`src/rtl/interval_timer_ctrl_pkg.sv`:
```
// Shared definitions for the interval timer controller.
// Contents: command encodings, FSM state encodings, mode constants and the
// prescaler divisor width (the divisor exists only when TIMER_PRESCALE_EN is defined).
package interval_timer_ctrl_pkg;

  typedef enum logic [1:0] {
    CMD_SET_LIMIT = 2'b00,
    CMD_START     = 2'b01,
    CMD_STOP      = 2'b10,
    CMD_ACK       = 2'b11
  } cmd_e;

  typedef enum logic [1:0] {
    ST_IDLE = 2'd0,
    ST_RUN  = 2'd1,
    ST_DONE = 2'd2
  } state_e;

  localparam logic MODE_ONESHOT  = 1'b0;
  localparam logic MODE_PERIODIC = 1'b1;

  localparam int unsigned DivBit = 8;

endpackage

```
`src/rtl/interval_timer_ctrl_if.sv`:
```
// Command bus between the requesters and the interval timer controller.
// Signals: req (per-requester request), cmd (2 bits per requester, requester i at
// [2i+1:2i]), wdata (CntBit bits per requester, requester i at slice i) and gnt
// (one-hot grant, combinational). master = requester side, slave = timer side.
interface interval_timer_ctrl_if #(
  parameter int unsigned CntBit = 32,
  parameter int unsigned NumReq = 2
);
  logic [NumReq-1:0]        req;
  logic [2*NumReq-1:0]      cmd;
  logic [CntBit*NumReq-1:0] wdata;
  logic [NumReq-1:0]        gnt;

  modport master (output req, output cmd, output wdata, input gnt);
  modport slave  (input req, input cmd, input wdata, output gnt);
endinterface

```
`src/rtl/interval_timer_ctrl_rr_arbiter.sv`:
```
// Round-robin arbiter, reusable for any shared peripheral.
// Ports: clk, rst_n (async, active-low), req (request vector),
// gnt (one-hot grant, combinational from req and the internal pointer).
// The search starts at the pointer and ascends with wrap; after a grant to index k
// the pointer moves to (k+1) mod NumReq, and it holds when nothing is requested.
module interval_timer_ctrl_rr_arbiter #(
  parameter int unsigned NumReq = 2
) (
  input  logic              clk,
  input  logic              rst_n,
  input  logic [NumReq-1:0] req,
  output logic [NumReq-1:0] gnt
);

  localparam int unsigned PtrW = (NumReq > 1) ? $clog2(NumReq) : 1;

  logic [PtrW-1:0] ptr_q, ptr_d;
  logic            found;
  int unsigned     idx;

  always_comb begin
    gnt   = '0;
    ptr_d = ptr_q;
    found = 1'b0;
    idx   = 0;
    for (int unsigned i = 0; i < NumReq; i++) begin
      idx = 32'(ptr_q) + i;
      if (idx >= NumReq) idx = idx - NumReq;
      // Inner loop keeps every vector index a constant after unrolling.
      for (int unsigned j = 0; j < NumReq; j++) begin
        if (j == idx && req[j] && !found) begin
          found  = 1'b1;
          gnt[j] = 1'b1;
          ptr_d  = PtrW'((j + 1 == NumReq) ? 0 : j + 1);
        end
      end
    end
  end

  always_ff @(posedge clk or negedge rst_n) begin
    if (!rst_n) begin
      ptr_q <= '0;
    end else if (found) begin
      ptr_q <= ptr_d;
    end
  end

endmodule

```
`src/rtl/interval_timer_ctrl.sv`:
```
// Programmable interval timer controller with a shared command bus.
// Ports: clk, rst_n (async, active-low), bus (slave side of interval_timer_ctrl_if:
// req/cmd/wdata in, gnt out), cnt (counter value), state (0 IDLE, 1 RUN, 2 DONE),
// expire (one-cycle pulse after an expiry), irq (level interrupt, cleared by ACK).
// Optional macro TIMER_PRESCALE_EN: START also loads an 8-bit divisor from
// wdata[8:1], and the counter ticks once every (div+1) clocks in RUN.
module interval_timer_ctrl
  import interval_timer_ctrl_pkg::*;
#(
  parameter int unsigned CntBit = 32,
  parameter int unsigned NumReq = 2
) (
  input  logic                clk,
  input  logic                rst_n,
  interval_timer_ctrl_if.slave bus,
  output logic [CntBit-1:0]   cnt,
  output logic [1:0]          state,
  output logic                expire,
  output logic                irq
);

  logic [CntBit-1:0] cnt_q, limit_q, sel_wdata;
  logic [1:0]        sel_cmd;
  logic              mode_q, expire_q, irq_q, granted, tick, expiry;
  state_e            state_q;

  interval_timer_ctrl_rr_arbiter #(
    .NumReq(NumReq)
  ) u_arb (
    .clk  (clk),
    .rst_n(rst_n),
    .req  (bus.req),
    .gnt  (bus.gnt)
  );

  // gnt is one-hot, so OR-ing the masked slices selects the granted command.
  always_comb begin
    sel_cmd   = '0;
    sel_wdata = '0;
    for (int unsigned i = 0; i < NumReq; i++) begin
      if (bus.gnt[i]) begin
        sel_cmd   = sel_cmd | bus.cmd[2*i +: 2];
        sel_wdata = sel_wdata | bus.wdata[CntBit*i +: CntBit];
      end
    end
  end

  assign granted = |bus.gnt;

`ifdef TIMER_PRESCALE_EN
  logic [DivBit-1:0] div_q, psc_q;
  assign tick = (state_q == ST_RUN) && (psc_q == div_q);
`else
  assign tick = (state_q == ST_RUN);
`endif

  assign expiry = tick && (cnt_q == limit_q);

  always_ff @(posedge clk or negedge rst_n) begin
    if (!rst_n) begin
      cnt_q    <= '0;
      limit_q  <= '0;
      mode_q   <= MODE_ONESHOT;
      state_q  <= ST_IDLE;
      expire_q <= 1'b0;
      irq_q    <= 1'b0;
`ifdef TIMER_PRESCALE_EN
      div_q    <= '0;
      psc_q    <= '0;
`endif
    end else begin
      expire_q <= expiry;

      // Expiry setting irq beats a same-cycle ACK.
      if (expiry) begin
        irq_q <= 1'b1;
      end else if (granted && sel_cmd == CMD_ACK) begin
        irq_q <= 1'b0;
      end

`ifdef TIMER_PRESCALE_EN
      // Every tick (and so every expiry) restarts the prescale count.
      if (tick) begin
        psc_q <= '0;
      end else if (state_q == ST_RUN) begin
        psc_q <= psc_q + 1'b1;
      end
`endif

      if (tick) begin
        if (expiry) begin
          if (mode_q == MODE_PERIODIC) begin
            cnt_q <= '0;
          end else begin
            state_q <= ST_DONE;
          end
        end else begin
          cnt_q <= cnt_q + 1'b1;
        end
      end

      // Later non-blocking writes win: START/STOP override the tick update above.
      if (granted) begin
        unique case (cmd_e'(sel_cmd))
          CMD_SET_LIMIT: limit_q <= sel_wdata;
          CMD_START: begin
            cnt_q   <= '0;
            mode_q  <= sel_wdata[0];
            state_q <= ST_RUN;
`ifdef TIMER_PRESCALE_EN
            div_q   <= sel_wdata[DivBit:1];
            psc_q   <= '0;
`endif
          end
          CMD_STOP: begin
            state_q <= ST_IDLE;
            cnt_q   <= cnt_q;
`ifdef TIMER_PRESCALE_EN
            psc_q   <= '0;
`endif
          end
          CMD_ACK: ;
          default: ;
        endcase
      end
    end
  end

  assign cnt    = cnt_q;
  assign state  = state_q;
  assign expire = expire_q;
  assign irq    = irq_q;

endmodule

```
`src/flat_wrapper.sv`:
```
// flat-port wrapper written by rule: the top's interface ports become plain ports
module interval_timer_ctrl_flat import interval_timer_ctrl_pkg::*;
#(
  parameter int unsigned CntBit = 32,
  parameter int unsigned NumReq = 2
)
  (clk, rst_n, cnt, state, expire, irq, bus_req, bus_cmd, bus_wdata, bus_gnt);
  interval_timer_ctrl_if #(.CntBit(CntBit), .NumReq(NumReq)) bus_i ();
  input  logic clk;
  input  logic rst_n;
  output logic [CntBit-1:0] cnt;
  output logic [1:0] state;
  output logic expire;
  output logic irq;
  input wire logic [$bits(bus_i.req)-1:0] bus_req;
  input wire logic [$bits(bus_i.cmd)-1:0] bus_cmd;
  input wire logic [$bits(bus_i.wdata)-1:0] bus_wdata;
  output wire logic [$bits(bus_i.gnt)-1:0] bus_gnt;
  assign bus_i.req = bus_req;
  assign bus_i.cmd = bus_cmd;
  assign bus_i.wdata = bus_wdata;
  assign bus_gnt = bus_i.gnt;
  interval_timer_ctrl #(.CntBit(CntBit), .NumReq(NumReq)) u_core (.clk(clk), .rst_n(rst_n), .bus(bus_i), .cnt(cnt), .state(state), .expire(expire), .irq(irq));
endmodule
```
`config.mk`:
```
export PLATFORM = sky130hd
export DESIGN_NAME = interval_timer_ctrl_flat
export DESIGN_NICKNAME = d
export VERILOG_FILES = /design/src/rtl/interval_timer_ctrl_pkg.sv /design/src/rtl/interval_timer_ctrl_if.sv /design/src/rtl/interval_timer_ctrl_rr_arbiter.sv /design/src/rtl/interval_timer_ctrl.sv /design/src/flat_wrapper.sv
export SDC_FILE = /design/constraint.sdc
export NUM_CORES = 1
export LEC_CHECK = 0
export CAP_MARGIN = 40
export CORE_MARGIN = 2
export CORE_UTILIZATION = 27
export CTS_BUF_LIST = sky130_fd_sc_hd__clkbuf_8
export CTS_CLUSTER_SIZE = 24
export DETAILED_ROUTE_END_ITERATION = 16
export GPL_TIMING_DRIVEN = 0
export PLACE_DENSITY_LB_ADDON = 0.05
export SETUP_SLACK_MARGIN = 0.3
export SYNTH_ARGS = -nofsm -noshare
export SYNTH_HDL_FRONTEND = slang
export SYNTH_SLANG_ARGS = --single-unit
export TNS_END_PERCENT = 20
```
`constraint.sdc`:
```
create_clock -name clk -period 7.55 [get_ports clk]
set_clock_uncertainty 0.05 [all_clocks]
set_input_delay 1.51 -clock clk [delete_from_list [all_inputs] [get_ports clk]]
set_output_delay 1.51 -clock clk [all_outputs]
set_load 0.01 [all_outputs]
```
### Word level (Yosys, flattened, before mapping)

Index checks and enable logic that the tools add are counted.

| operators by class | value |
|---|---|
| reduce and logical (&&, ||, !) cells | 21 |
| muxes and demuxes | 29 |
| $lt $le $gt $ge | 2 |
| bitwise logic cells | 2 |
| add/sub/neg operators | 4 |
| equality and inequality tests | 8 |

Operators by type and width:

| operator | number |
|---|---|
| $mux W32 | 8 |
| $eq A1 B32 Y1 const A | 2 |
| $logic_not A32 Y1 | 2 |
| $pmux W32 S2 | 1 |
| $add A32 B1 Y32 const B | 1 |
| $eq A32 B32 Y1 | 1 |
| $or A32 B32 Y32 | 1 |
| $mux W1 | 13 |
| $mux W2 | 6 |
| $logic_and A1 B1 Y1 | 9 |
| $reduce_and A2 Y1 | 3 |
| $eq A2 B1 Y1 const B | 2 |
| $eq A2 B2 Y1 const B | 2 |
| $pmux W2 S2 | 1 |
| $reduce_bool A4 Y1 | 1 |
| $logic_not A1 Y1 | 3 |
| $sub A1 B2 Y3 const B | 1 |
| $sub A2 B2 Y3 const B | 1 |
| $add A1 B1 Y2 const B | 1 |
| $ge A1 B2 Y1 const B | 1 |
| $ge A2 B2 Y1 const B | 1 |
| $logic_not A2 Y1 | 1 |
| $ne A2 B2 Y1 const B | 1 |
| $or A2 B2 Y2 | 1 |
| 2 further kinds | 2 |

| word-level totals | value |
|---|---|
| output and inout port bits | 38 |
| register bits | 70 |
| input bits | 72 |
| word-level logic and storage cells | 73 |

### Longest topological paths before layout

| logic depth | value |
|---|---|
| depth in word-level cells | 19 |
| mapped depth | 14 |
| depth with buffers taken out | 11 |

### Hierarchy

Synthesis repeated with hierarchy kept, for this count alone.

| unflattened totals | value |
|---|---|
| cells, all modules | 448 |
| area, all modules | 4369.2 um2 |

Modules (own cells, without submodules):

| module | seq. area each (um2) | cells each | times used | area each (um2) |
|---|---|---|---|---|
| interval_timer_ctrl | 1726.7 | 442 | 1 | 4316.6 |
| interval_timer_ctrl_rr_arbiter | 25.0 | 6 | 1 | 52.6 |

### Least setup slack after synthesis

No wires, ideal clock.

| timing path | value |
|---|---|
| path type | input to register |
| from | input port bus_req[0] |
| to | register u_core.cnt_q[29], in the netlist u_core.cnt[29] |
| stages on the path | 11 |
| setup time | 0.127 ns |
| arrival | 3.924 ns |
| buffers on the path | 3 |
| required time | 7.373 ns |
| setup slack | 3.450 ns |
| cells stage by stage | a21boi_1 -> clkbuf_1 -> a22oi_1 -> inv_1 -> ha_1 -> o21ai_0 -> clkbuf_1 -> a21oi_1 -> o31ai_4 -> buf_6 -> a221o_2 |

| on the way | value |
|---|---|
| elaborated cells on any way between the ends | 23 |
| those cells by class | eq/ne: 3; mux: 10; bitwise: 1; reduce/logical: 9 |

RTL lines:

| what | RTL line | text |
|---|---|---|
| start: declaration | flat_wrapper.sv:15 | `input wire logic [$bits(bus_i.req)-1:0] bus_req;` |
| $logic_and A1 B1 Y1 | interval_timer_ctrl_rr_arbiter.sv:31 | `if (j == idx && req[j] && !found) begin` |
| $mux W1 | interval_timer_ctrl_rr_arbiter.sv:31 |  |
| $logic_not A1 Y1 | interval_timer_ctrl_rr_arbiter.sv:31 |  |
| $logic_and A1 B1 Y1 | interval_timer_ctrl_rr_arbiter.sv:31 |  |
| $mux W1 | interval_timer_ctrl_rr_arbiter.sv:31 |  |
| $logic_not A1 Y1 | interval_timer_ctrl_rr_arbiter.sv:31 |  |
| $logic_and A1 B1 Y1 | interval_timer_ctrl_rr_arbiter.sv:31 |  |
| $mux W1 * | interval_timer_ctrl_rr_arbiter.sv:31 |  |
| net bus_gnt[0] | flat_wrapper.sv:18 | `output wire logic [$bits(bus_i.gnt)-1:0] bus_gnt;` |
| $mux W2 | interval_timer_ctrl.sv:41 | `if (bus.gnt[i]) begin` |
| $or A2 B2 Y2 | interval_timer_ctrl.sv:42 | `sel_cmd = sel_cmd \| bus.cmd[2*i +: 2];` |
| $mux W2 | interval_timer_ctrl.sv:41 |  |
| $eq A2 B2 Y1 or $eq A2 B1 Y1 (tied branches) | interval_timer_ctrl.sv:104 | `unique case (cmd_e'(sel_cmd))` |
| $pmux W32 S2 | interval_timer_ctrl.sv:104 |  |
| $mux W32 | interval_timer_ctrl.sv:103 | `if (granted) begin` |
| end signal: assignment | interval_timer_ctrl.sv:98 | `cnt_q <= cnt_q + 1'b1;` |
| end signal: assignment | interval_timer_ctrl.sv:117 | `cnt_q <= cnt_q;` |
| end: declaration | interval_timer_ctrl.sv:22 | `logic [CntBit-1:0] cnt_q, limit_q, sel_wdata;` |

The timed path passes the listed nets; every way through them passes the cells marked *.
A chain may end at the register's enable or synchronous reset.

### Worst setup path after layout

| timing path | value |
|---|---|
| from | input port bus_req[0] |
| to | output port bus_gnt[0] |

| on the way | value |
|---|---|
| longest elaborated chain between the ends | 8 |
| elaborated cells on any way between the ends | 9 |
| those cells by class | mux: 3; reduce/logical: 6 |

RTL lines:

| what | RTL line |
|---|---|
| $logic_and A1 B1 Y1 | interval_timer_ctrl_rr_arbiter.sv:31 |
| $mux W1 | interval_timer_ctrl_rr_arbiter.sv:31 |
| $logic_not A1 Y1 | interval_timer_ctrl_rr_arbiter.sv:31 |
| $logic_and A1 B1 Y1 | interval_timer_ctrl_rr_arbiter.sv:31 |
| $mux W1 | interval_timer_ctrl_rr_arbiter.sv:31 |
| $logic_not A1 Y1 | interval_timer_ctrl_rr_arbiter.sv:31 |
| $logic_and A1 B1 Y1 | interval_timer_ctrl_rr_arbiter.sv:31 |
| $mux W1 * | interval_timer_ctrl_rr_arbiter.sv:31 |
| end: declaration | flat_wrapper.sv:18 |

Every way passes the cells marked *; elsewhere a longest branch is shown, timed or not.

==> out/qor.csv <==
stage,metric,value,unit
status,status,finished clean,
sta,period_share,68.97,%
place,dp.cells,746,
power,switchingPower,0.3807,mW
global_route,grt_usage,17.52,%
setup_path,crit_buf_inv,3,
synth,synth_area_per_cell,9.189,um^2
route,postRouteAntennaNets,0,
route,drc,0,
power,p_comb_share,27.3,%
global_route,antenna_found_initial,0,
synth,netlist_instances,448,
setup_path,cpMostUsedCell,clkdlybuf4s50_1,
clock_tree,cts_tree,yes,
sta,setup_violations,0,
power,swShare,33.43,%
cells_and_area,final_nets,646,
floorplanning,start_util,27.38,%
route,dr.pass1.iters,4,
setup_path,end_kind,output port,
floorplanning,ios,110,
power,clockPowerShare,29.7,%
synth,yosysSeqAreaShare,42.55,%
cells_and_area,insertedDiodeCount,0,
place,gp_congestion,0.8596,
synth,async_flop_share,100.0,%
floorplanning,die-area,16250,um^2
synth,synth.distinct_cells,55,
cells_and_area,fillerInstances,1548,
synth,synth_area,4116,um^2
cells_and_area,seq_area,1752,um^2
sta,drv_slew,0,
setup_path,path_delay_family,buffers and inverters,
floorplanning,rows,45,
clock_tree,ctsHoldBuffers,0,
power,p_seq_share,43.0,%
setup_path,worst_setup_path_start_kind,input port,
setup_path,critPathKind,input port to output port,
route,routed_wl,13.79,mm
clock_tree,numClockSinks,70,
setup_path,crit_arrival,3.65,ns
clock_tree,clock_path_buffers,2,
floorplanning,die_h,127.5,um
clock_tree,cts_max_level,3,
clock_tree,root_buffer,clkbuf_8,
setup_path,slowest_stage,clkdlybuf4s50_1,
power,power.leakage,2.531,nW
route,dr.first_iter.drc_count,221,
synth,synth_ff_type,dfrtp_1,
floorplanning,design.core.area,15030,um^2
clock_tree,clk_pin_slew_worst_paths,0.07,ns
setup_path,cp_max_fo,10,
sta,min_period,5.207,ns
sta,slew_headroom,46.03,%
power,ir_drop,0.00007034,V
sta,setup_tns,0,ns
flow_run,drv_cap,0,
global_route,grt_pass1_wl,22.07,mm
sta,worstMarginPinSlew,0.8033,ns
place,io_buffer_count,109,
min_path,hold_class,flop to flop,
cells_and_area,multiInputGateArea,2178,um^2
clock_tree,post_cts_resized,0,
clock_tree,numCtsBuffers,9,
cells_and_area,drive_above_1_share,6.969,%
synth,synth-edff-count,0,
place,dp.final_hpwl,10.60,mm
power,intPower,0.7582,mW
sta,max_freq,192.0,MHz
synth,yosys_warnings,0,
route,wire_per_inst,18.10,um
global_route,gr-total-overflow,0,
cells_and_area,synthToLayoutAreaGrowth,38.15,%
route,vias_per_cell,5.160,
synth,synth_fp_nets,525,
cells_and_area,stdcell_count,762,
global_route,grt_pass1_vias,3975,
clock_tree,insertion_delay,0.35,ns
route,num_vias,3932,
sta,hold_viol,0,
power,power.density,200.3,nW/um^2
floorplanning,die_x,127.5,um
global_route,grt_max_degree,45,
setup_path,slowest_delay,0.64,ns
clock_tree,post_cts_buffers,0,
setup_path,worst_ep_required_time,5.99,ns
synth,synth-seq-cells,70,
setup_path,worstPathCellList,clkdlybuf4s50_1 -> a21boi_1 -> clkbuf_1 -> clkdlybuf4s50_1,
sta,rsz0062_at_grt,false,
[placed cells by master, fill, tap and decap left out, types with 3 or more instances in the layout]
| cell type | instances |
|---|---|
| clkbuf_8 | 13 |
| a221o_2 | 3 |
| nand4_1 | 16 |
| xor2_1 | 32 |
| clkdlybuf4s50_1 | 108 |
| a22oi_1 | 34 |
| buf_6 | 3 |
| nor3_1 | 13 |
| a221o_1 | 9 |
| nor2_1 | 17 |
| nand2_1 | 58 |
| nand3_1 | 7 |
| inv_1 | 14 |
| dfrtp_1 | 70 |
| nor3b_1 | 4 |
| o22ai_1 | 7 |
| and4_1 | 3 |
| and3_1 | 22 |
| o21ai_0 | 52 |
| nor4_1 | 9 |
| buf_2 | 5 |
| ha_1 | 5 |
| clkbuf_1 | 18 |
| a21oi_1 | 3 |
| a211o_1 | 4 |
[power groups by stage]
stage               clock [mW]  combinational, mW  sequential (mW)
floorplan                    0              0.172            0.481
global placement             0              0.311            0.497
detailed placement           0              0.315            0.499
CTS                      0.349              0.316            0.491
global route             0.358              0.351            0.497
finish                   0.339              0.310            0.490
[metrics by stage]
step	worst slack (ns)	hold WS [ns]	instance area [um^2]	util, %	total power [mW]
after CTS	2.297	0.4548	5687	37.83	1.156
final	2.343	0.4457	5687	37.83	1.139
after global routing	2.017	0.4899	5687	37.83	1.206
after global placement	2.046	0.4326	5443	36.20	0.8089
after floorplan	3.450	0.4192	4116	-	0.6530
after detailed placement	2.002	0.4360	5468	36.37	0.8141
[routing by layer]
layer  global-route usage, %  vias up  wire (um)
met3                   2.471       16        522
met4                   6.206        0        235
met2                   28.09      112       6498
met1                   24.19     1885       6533
li1                        -     1919          -
met5                       0        -          0
[worst reg2reg max path: stages, from the launching register on]
cell      delay [ns]
dfrtp_1         0.38
a21boi_1        0.49
clkbuf_1        0.50
a22oi_1         0.26
ha_1            0.32
o21ai_0         0.24
nand2_1         0.14
a21oi_1         0.53
clkbuf_1        0.53
a41oi_1         0.18
o21ai_0         0.12
[final timing paths]
path / end / slack, ns / depth (start not counted) / from
setup / recovery: bus_gnt[0] / 2.34 / 4 / bus_req[0]
hold / removal: u_core.irq / 0.45 / 1 / u_core.irq
setup reg to reg: u_core.cnt[9] / 3.73 / 10 / u_core.u_arb.ptr_q
hold reg to reg: u_core.irq / 0.45 / 1 / u_core.irq
max in group asynchronous: u_core.limit_q[0] / 5.86 / 2 / rst_n
min in group asynchronous: u_core.cnt[10] / 1.02 / 1 / rst_n
[kinds of logic (layout without fill, tap and decap cells)]
family	Yosys count	in the layout	synth area share (%)
AOI/OAI and AO/OA	134	134	22.92
xor gates and xnor gates	32	32	6.809
adders and majority gates	5	5	1.520
buffers and inverters	41	167	4.529
DFF	70	70	42.55
muxes	1	1	0.2735
and+or+nand+nor	165	165	21.40
[state kept, by name, indices dropped and copies added, names as in the netlist]
signal              cells
u_core.irq              1
u_core.expire           1
u_core.limit_q         32
u_core.mode_q           1
u_core.u_arb.ptr_q      1
u_core.cnt             32
u_core.state            2
[final cells by class]
cell class,instances,share of cell area (%)
inverter,14,0.9241
tap,188,4.136
clock buffer,13,3.146
clock inverter,3,0.7041
timing repair buffer,110,19.63
buffer,27,2.354
multi-input combinational,337,38.31
sequential,70,30.80
[synth_stat cells (all sizes together), types with 2 or more instances]
| cell type | n | area share [%] |
|---|---|---|
| a221o | 12 | 3.0 |
| nand3 | 7 | 0.85 |
| ha | 5 | 1.5 |
| clkbuf | 18 | 1.6 |
| o21a | 2 | 0.36 |
| or4 | 2 | 0.36 |
| a32oi | 2 | 0.43 |
| and4 | 4 | 0.88 |
| a22oi | 34 | 6.2 |
| nor3 | 14 | 2.0 |
| a21oi | 3 | 0.36 |
| xor2 | 32 | 6.8 |
| inv | 14 | 1.3 |
| a41oi | 2 | 0.43 |
| and3 | 22 | 3.3 |
| o22ai | 7 | 1.1 |
| dfrtp | 70 | 43 |
| nand2 | 59 | 5.6 |
| a211o | 4 | 0.85 |
| nor2 | 17 | 1.6 |
| o21ai | 52 | 6.3 |
| nor3b | 5 | 1.2 |
| o211a | 2 | 0.49 |
| nand4 | 16 | 2.4 |
| buf | 9 | 1.6 |
| nor4 | 11 | 2.0 |
| or3 | 2 | 0.30 |
| and2 | 2 | 0.30 |
Power figures use the tool's default switching activity.
